===== src/rtl/proc_pkg.sv =====
// rtl/proc_pkg.sv - shared widths, constants and fetch-entry type for the fetch front-end
package proc_pkg;

    localparam int XLEN    = 32;
    localparam int INST_W  = 32;
    localparam int PC_STEP = 4;
    localparam logic [XLEN-1:0] RESET_PC = 32'h0000_0000;

    typedef struct packed {
        logic [INST_W-1:0] inst;
        logic [XLEN-1:0]   pc;
    } fetch_entry_t;

endpackage


===== src/rtl/fetch_unit_if.sv =====
// rtl/fetch_unit_if.sv - instruction memory, redirect and instruction handshake bundle
interface fetch_unit_if #(
    parameter int XLEN = 32
);

    logic            imem_req;
    logic [XLEN-1:0] imem_addr;
    logic [XLEN-1:0] imem_rdata;
    logic            redirect;
    logic [XLEN-1:0] redirect_pc;
    logic            inst_valid;
    logic [XLEN-1:0] inst;
    logic [XLEN-1:0] inst_pc;
    logic            inst_ready;
    logic [XLEN-1:0] pc_out;

    modport master (
        output imem_req, imem_addr, inst_valid, inst, inst_pc, pc_out,
        input  imem_rdata, redirect, redirect_pc, inst_ready
    );

    modport slave (
        input  imem_req, imem_addr, inst_valid, inst, inst_pc, pc_out,
        output imem_rdata, redirect, redirect_pc, inst_ready
    );

endinterface


===== src/rtl/fetch_queue.sv =====
// rtl/fetch_queue.sv - synchronous FIFO with flush, holds fetched {inst, pc} entries
module fetch_queue #(
    parameter int WIDTH = 64,
    parameter int DEPTH = 4,
    localparam int PTR_W = (DEPTH > 1) ? $clog2(DEPTH) : 1,
    localparam int CNT_W = $clog2(DEPTH + 1)
) (
    input  logic             clk,
    input  logic             reset,
    input  logic             push,
    input  logic [WIDTH-1:0] din,
    input  logic             pop,
    input  logic             flush,
    output logic [WIDTH-1:0] dout,
    output logic [CNT_W-1:0] count,
    output logic             empty
);

    logic [WIDTH-1:0] mem [DEPTH];
    logic [PTR_W-1:0] rd_ptr;
    logic [PTR_W-1:0] wr_ptr;
    logic             push_ok;
    logic             pop_ok;

    function automatic logic [PTR_W-1:0] next_ptr(input logic [PTR_W-1:0] p);
        return (p == PTR_W'(DEPTH - 1)) ? '0 : p + PTR_W'(1);
    endfunction

    assign push_ok = push & (count != CNT_W'(DEPTH));
    assign pop_ok  = pop & (count != '0);
    assign dout    = mem[rd_ptr];
    assign empty   = (count == '0);

    always_ff @(posedge clk) begin
        if (push_ok && !flush) begin
            mem[wr_ptr] <= din;
        end
    end

    // Flush wins over a same-cycle push so nothing older survives a redirect.
    always_ff @(posedge clk or negedge reset) begin
        if (!reset) begin
            rd_ptr <= '0;
            wr_ptr <= '0;
            count  <= '0;
        end else if (flush) begin
            rd_ptr <= '0;
            wr_ptr <= '0;
            count  <= '0;
        end else begin
            if (push_ok) wr_ptr <= next_ptr(wr_ptr);
            if (pop_ok)  rd_ptr <= next_ptr(rd_ptr);
            case ({push_ok, pop_ok})
                2'b10:   count <= count + CNT_W'(1);
                2'b01:   count <= count - CNT_W'(1);
                default: count <= count;
            endcase
        end
    end

endmodule


===== src/rtl/fetch_unit.sv =====
// rtl/fetch_unit.sv - PC, issue and drop control feeding a fetch queue toward decode
module fetch_unit #(
    parameter int              XLEN     = proc_pkg::XLEN,
    parameter logic [XLEN-1:0] RESET_PC = proc_pkg::RESET_PC,
    parameter int              DEPTH    = 4
) (
    input  logic         clk,
    input  logic         reset,
    fetch_unit_if.master bus
);

    import proc_pkg::*;

    localparam int CNT_W = $clog2(DEPTH + 1);

    logic [XLEN-1:0]   pc;
    logic [XLEN-1:0]   req_pc;
    logic              inflight;
    logic              drop;
    logic              issue;
    logic              push;
    logic              pop;
    logic              empty;
    logic [CNT_W-1:0]  count;
    logic [CNT_W:0]    occupancy;
    logic [2*XLEN-1:0] head;

    // Issue only looks at registered occupancy, so inst_ready never reaches imem_req.
    assign occupancy = {1'b0, count} + (CNT_W + 1)'(inflight);
    assign issue     = reset & ~bus.redirect & (occupancy < (CNT_W + 1)'(DEPTH));
    assign push      = inflight & ~drop;
    assign pop       = ~empty & bus.inst_ready;

    always_ff @(posedge clk or negedge reset) begin
        if (!reset) begin
            pc       <= RESET_PC;
            req_pc   <= RESET_PC;
            inflight <= 1'b0;
            drop     <= 1'b0;
        end else begin
            inflight <= issue;
            drop     <= bus.redirect & inflight;
            if (issue) req_pc <= pc;
            if (bus.redirect) begin
                pc <= {bus.redirect_pc[XLEN-1:2], 2'b00};
            end else if (issue) begin
                pc <= pc + XLEN'(PC_STEP);
            end
        end
    end

    fetch_queue #(
        .WIDTH (2 * XLEN),
        .DEPTH (DEPTH)
    ) u_queue (
        .clk   (clk),
        .reset (reset),
        .push  (push),
        .din   ({bus.imem_rdata, req_pc}),
        .pop   (pop),
        .flush (bus.redirect),
        .dout  (head),
        .count (count),
        .empty (empty)
    );

    assign bus.imem_req   = issue;
    assign bus.imem_addr  = pc;
    assign bus.inst_valid = ~empty;
    assign bus.inst       = empty ? '0 : head[2*XLEN-1:XLEN];
    assign bus.inst_pc    = empty ? '0 : head[XLEN-1:0];
    assign bus.pc_out     = pc;

endmodule


===== src/flat_wrapper.sv =====
// flat-port wrapper written by rule: the top's interface ports become plain ports
module fetch_unit_flat import proc_pkg::*;
#(
    parameter int              XLEN     = proc_pkg::XLEN,
    parameter logic [XLEN-1:0] RESET_PC = proc_pkg::RESET_PC,
    parameter int              DEPTH    = 4
)
  (clk, reset, bus_imem_req, bus_imem_addr, bus_inst_valid, bus_inst, bus_inst_pc, bus_pc_out, bus_imem_rdata, bus_redirect, bus_redirect_pc, bus_inst_ready);
  fetch_unit_if #(.XLEN(XLEN)) bus_i ();
  input  logic clk;
  input  logic reset;
  output wire logic [$bits(bus_i.imem_req)-1:0] bus_imem_req;
  output wire logic [$bits(bus_i.imem_addr)-1:0] bus_imem_addr;
  output wire logic [$bits(bus_i.inst_valid)-1:0] bus_inst_valid;
  output wire logic [$bits(bus_i.inst)-1:0] bus_inst;
  output wire logic [$bits(bus_i.inst_pc)-1:0] bus_inst_pc;
  output wire logic [$bits(bus_i.pc_out)-1:0] bus_pc_out;
  input wire logic [$bits(bus_i.imem_rdata)-1:0] bus_imem_rdata;
  input wire logic [$bits(bus_i.redirect)-1:0] bus_redirect;
  input wire logic [$bits(bus_i.redirect_pc)-1:0] bus_redirect_pc;
  input wire logic [$bits(bus_i.inst_ready)-1:0] bus_inst_ready;
  assign bus_imem_req = bus_i.imem_req;
  assign bus_imem_addr = bus_i.imem_addr;
  assign bus_inst_valid = bus_i.inst_valid;
  assign bus_inst = bus_i.inst;
  assign bus_inst_pc = bus_i.inst_pc;
  assign bus_pc_out = bus_i.pc_out;
  assign bus_i.imem_rdata = bus_imem_rdata;
  assign bus_i.redirect = bus_redirect;
  assign bus_i.redirect_pc = bus_redirect_pc;
  assign bus_i.inst_ready = bus_inst_ready;
  fetch_unit #(.XLEN(XLEN), .RESET_PC(RESET_PC), .DEPTH(DEPTH)) u_core (.clk(clk), .reset(reset), .bus(bus_i));
endmodule

===== config.mk =====
export PLATFORM = sky130hd
export DESIGN_NAME = fetch_unit_flat
export DESIGN_NICKNAME = d
export VERILOG_FILES = /design/src/rtl/proc_pkg.sv /design/src/rtl/fetch_unit_if.sv /design/src/rtl/fetch_queue.sv /design/src/rtl/fetch_unit.sv /design/src/flat_wrapper.sv
export SDC_FILE = /design/constraint.sdc
export NUM_CORES = 1
export LEC_CHECK = 0
export BUFFER_PORTS_ARGS = -buffer_cell sky130_fd_sc_hd__buf_2
export CORE_MARGIN = 3
export CORE_UTILIZATION = 55
export DETAILED_ROUTE_END_ITERATION = 7
export PLACE_DENSITY_LB_ADDON = 0.1
export SETUP_SLACK_MARGIN = 0.3
export SYNTH_ARGS = -nofsm -noshare
export SYNTH_HDL_FRONTEND = slang
export SYNTH_SLANG_ARGS = --single-unit

===== constraint.sdc =====
create_clock -name clk -period 8.18 [get_ports clk]
set_input_delay 0.818 -clock clk [delete_from_list [all_inputs] [get_ports clk]]
set_output_delay 0.818 -clock clk [all_outputs]
set_load 0.03 [all_outputs]

==> metrics.md <==
| Metric | Value |
|---|---|
| Post-CTS Resized | 0 |
| Tcrit/Tclk final | 0.472 |
| CTS buffer count | 31 |
| Status | finished, final reports clean |
| Most Crowded Layer GR | met2 |
| TritonCTS Sinks | 317 |
| Routed Wire Length | 26.1 mm |
| Mapped Cells | 820 |
| Data required time of the critical path | 7.36 ns |
| DPL Wire Length | 14.9 mm |
| Clock Skew | 0.00931 ns |
| Final instance area | 0.0151 mm² |
| Number of post-CTS setup repair buffers | 0 |
| Port Buf Inserts | 189 |
| Met3 Track Usage GR | 0.0371 |
| Routability cong. | 0.817 |
| Max Slew Vio Count | 0 |
| Initial antenna violation count | 0 |
| Routed WL per cell | 19.9 µm |
| Synth Register Bits | 317 |
| Layout net count | 1051 |
| Kind of end point of the critical path | output pin |
| Worst-path fanout max | 46 |
| Std-Cell Rows | 55 |
| CTS H-tree depth | 1 |
| Remaining DRCs | 0 |
| Drt pass-1 iters | 5 |
| M1 GR Usage | 0.291 |
| Syn Std Cell Area | 0.0131 mm² |
| Relative slew slack | 0.334 |
| Vias | 7540 |
| Crit path time final | 3.86 ns |
| Critical path startpoint category | flop |
| Detailed Route Iter0 Violations | 481 |
| Final Setup Violations | 0 |
| Syn Area/Cell | 16.0 µm² |
| Leakage | 5.54 nW |
| Slew @ Worst Pin | 0.999 ns |
| RSZ-0062 raised after global routing | false |
| Max-cap violations | 0 |
| Core ar. | 0.0231 mm² |
| Area after DPL | 0.0141 mm² |
| VDD IR max | 0.186 mV |
| Top Ports | 198 |
| Asr flop ratio synth | 0.218 |
| Fin. Hold Viols | 0 |
| Die width | 160 µm |
| Arr. time, crit path | 3.04 ns |
| Primary FF master, synth | edfxtp_1 |
| Clock Path Buffers | 3 |
| Warnings from Yosys | 0 |
| CTS tree | done |
| # hold bufs at CTS | 0 |
| Seq/Total Area, Yosys | 0.699 |
| Power density cells | 314 mW/mm² |
| Clock root cell | clkbuf_16 |
| WS Path Type | flop to output pin |
| Total gr overflow | 0 |
| Die Ht | 160 µm |
| Met2 Usage GRT | 0.338 |
| Hold WC Path Type | input pin to async pin |
| Area Growth Syn to Fin | 14.7% |
| First-pass GRT wire length | 42.0 mm |
| Vias per cell | 5.74 |
| Number of synthesized flops with an enable pin | 248 |
| Post-route ant nets | 0 |
| Tot GR Track Use | 0.205 |
| Antenna Cells | 0 |
| Vias in the first global route | 7623 |
| Clk_lat worst skew | 0.55 ns |
| Setup TNS | 0 ns |
| Pin count of the biggest net entering global routing | 73 |
| Worst-path clk slew | 0.06 ns |
| Layout cells sized above 1 | 0.314 |
| Fmax | 259 MHz |
| R2r setup slk | 5.66 ns |
| Die area | 0.0258 mm² |
| Initial Utilization | 0.569 |
| Post-synth cell types | 50 |
==> power by group <==
part	switching [W]	internal, W
combinational	0.000815	0.000482
clock	0.000561	0.000743
sequential	0.000183	0.00194
total	0.00156	0.00317
==> synthesized netlist by cell type, drive strengths merged (2+ instances only) <==
cell    instances  area (µm²)
nand2b          5        31.3
and2            8        50.1
clkbuf         30         113
mux2i           4        40.0
inv             6        22.5
a21oi           2        10.0
xor2            3        26.3
mux4           62        1400
or2             3        18.8
and4            4        35.0
nor2           14        52.6
o21ai          10        50.1
o31ai           9        67.6
edfxtp        248        7450
nand2         115         432
xnor2           3        26.3
a31oi           9        56.3
nand4          10        68.8
dfrtp          69        1730
nand3b          2        15.0
nor2b          66         413
or3             4        25.0
nor3            4        20.0
o211ai          4        30.0
and3            7        43.8
ha              6        75.1
buf            45         314
nor4            5        31.3
o31a            5        43.8
o311ai         17         149
or4            13        97.6
nor3b           3        27.5
nand3          15        80.1
==> critical path, stage by stage (launching register included) <==
cell and delay, ns:
dfrtp_4 0.68, buf_4 0.79, mux4_2 0.60, nor2b_1 0.17
buf_2 0.23
==> layer usage <==
metal	vias to the layer above	routed length, µm	share of wire
met5	-	0	0
met4	0	350	0.013
met3	28	1840	0.070
met2	287	12700	0.49
met1	3804	11200	0.43
li1	3421	-	-
==> layout by cell type, fill, tap and decap left out, drive strengths merged, types with 11 or more instances in the layout <==
cell / instances
o311ai: 17
clkbuf: 47
mux4: 62
or4: 13
clkinv: 11
nand3: 15
nand2: 115
edfxtp: 248
nor2b: 66
nor2: 14
dfrtp: 69
buf: 193
==> kinds of logic after synthesis <==
logic type / after synthesis / share of synthesized area
flops: 317 / 0.699
simple gates: 280 / 0.111
buf+inv: 82 / 0.0345
mux: 67 / 0.110
compound gates: 60 / 0.0336
fa+ha+maj: 7 / 0.00724
xor+xnor: 6 / 0.00400
other cells: 1 / 0.000286
==> cell type report <==
cell class | count | area, µm²
inverters | 7 | 26.3
multi-input cells | 426 | 3530
clock buffers | 47 | 886
fillers | 1677 | 8000
clock inverters | 11 | 55.1
well taps | 313 | 392
flip-flops and latches | 317 | 9180
repair buffers | 193 | 978
==> through the flow <==
step                utilization  hold slack, ns  worst slack [ns]  total power (W)  instances
floorplan                     -           0.476              4.90          0.00311        825
global placement          0.612           0.499              4.75          0.00347       1256
detailed placement        0.612           0.505              4.75          0.00349       1256
CTS                       0.653           0.429              4.15          0.00479       1314
global route              0.653           0.460              4.03          0.00497       1314
finish                    0.653           0.396              4.32          0.00473       1314
==> sequential cells by signal, summed over array words and instances (netlist names) <==
signal	count
u_core.u_queue.rd_ptr	2
u_core.inflight	1
u_core.u_queue.mem	248
u_core.req_pc	30
u_core.drop	1
u_core.u_queue.count	3
u_core.bus.imem_addr	30
u_core.u_queue.wr_ptr	2
==> path summary, 6_finish.rpt <==
kind                                           from                         to  cells after the start
max                        u_core.u_queue.rd_ptr[0]            bus_inst_pc[13]                      4
min                                           reset           u_core.req_pc[5]                      1
max reg2reg                 u_core.u_queue.count[2]  u_core.u_queue.mem[2][51]                      4
min reg2reg                       u_core.req_pc[13]  u_core.u_queue.mem[0][13]                      0
max in group asynchronous                     reset   u_core.u_queue.rd_ptr[0]                      1
min in group clk                 bus_redirect_pc[2]    u_core.bus.imem_addr[2]                      3
No activity file was read; power rests on OpenSTA's default activity.
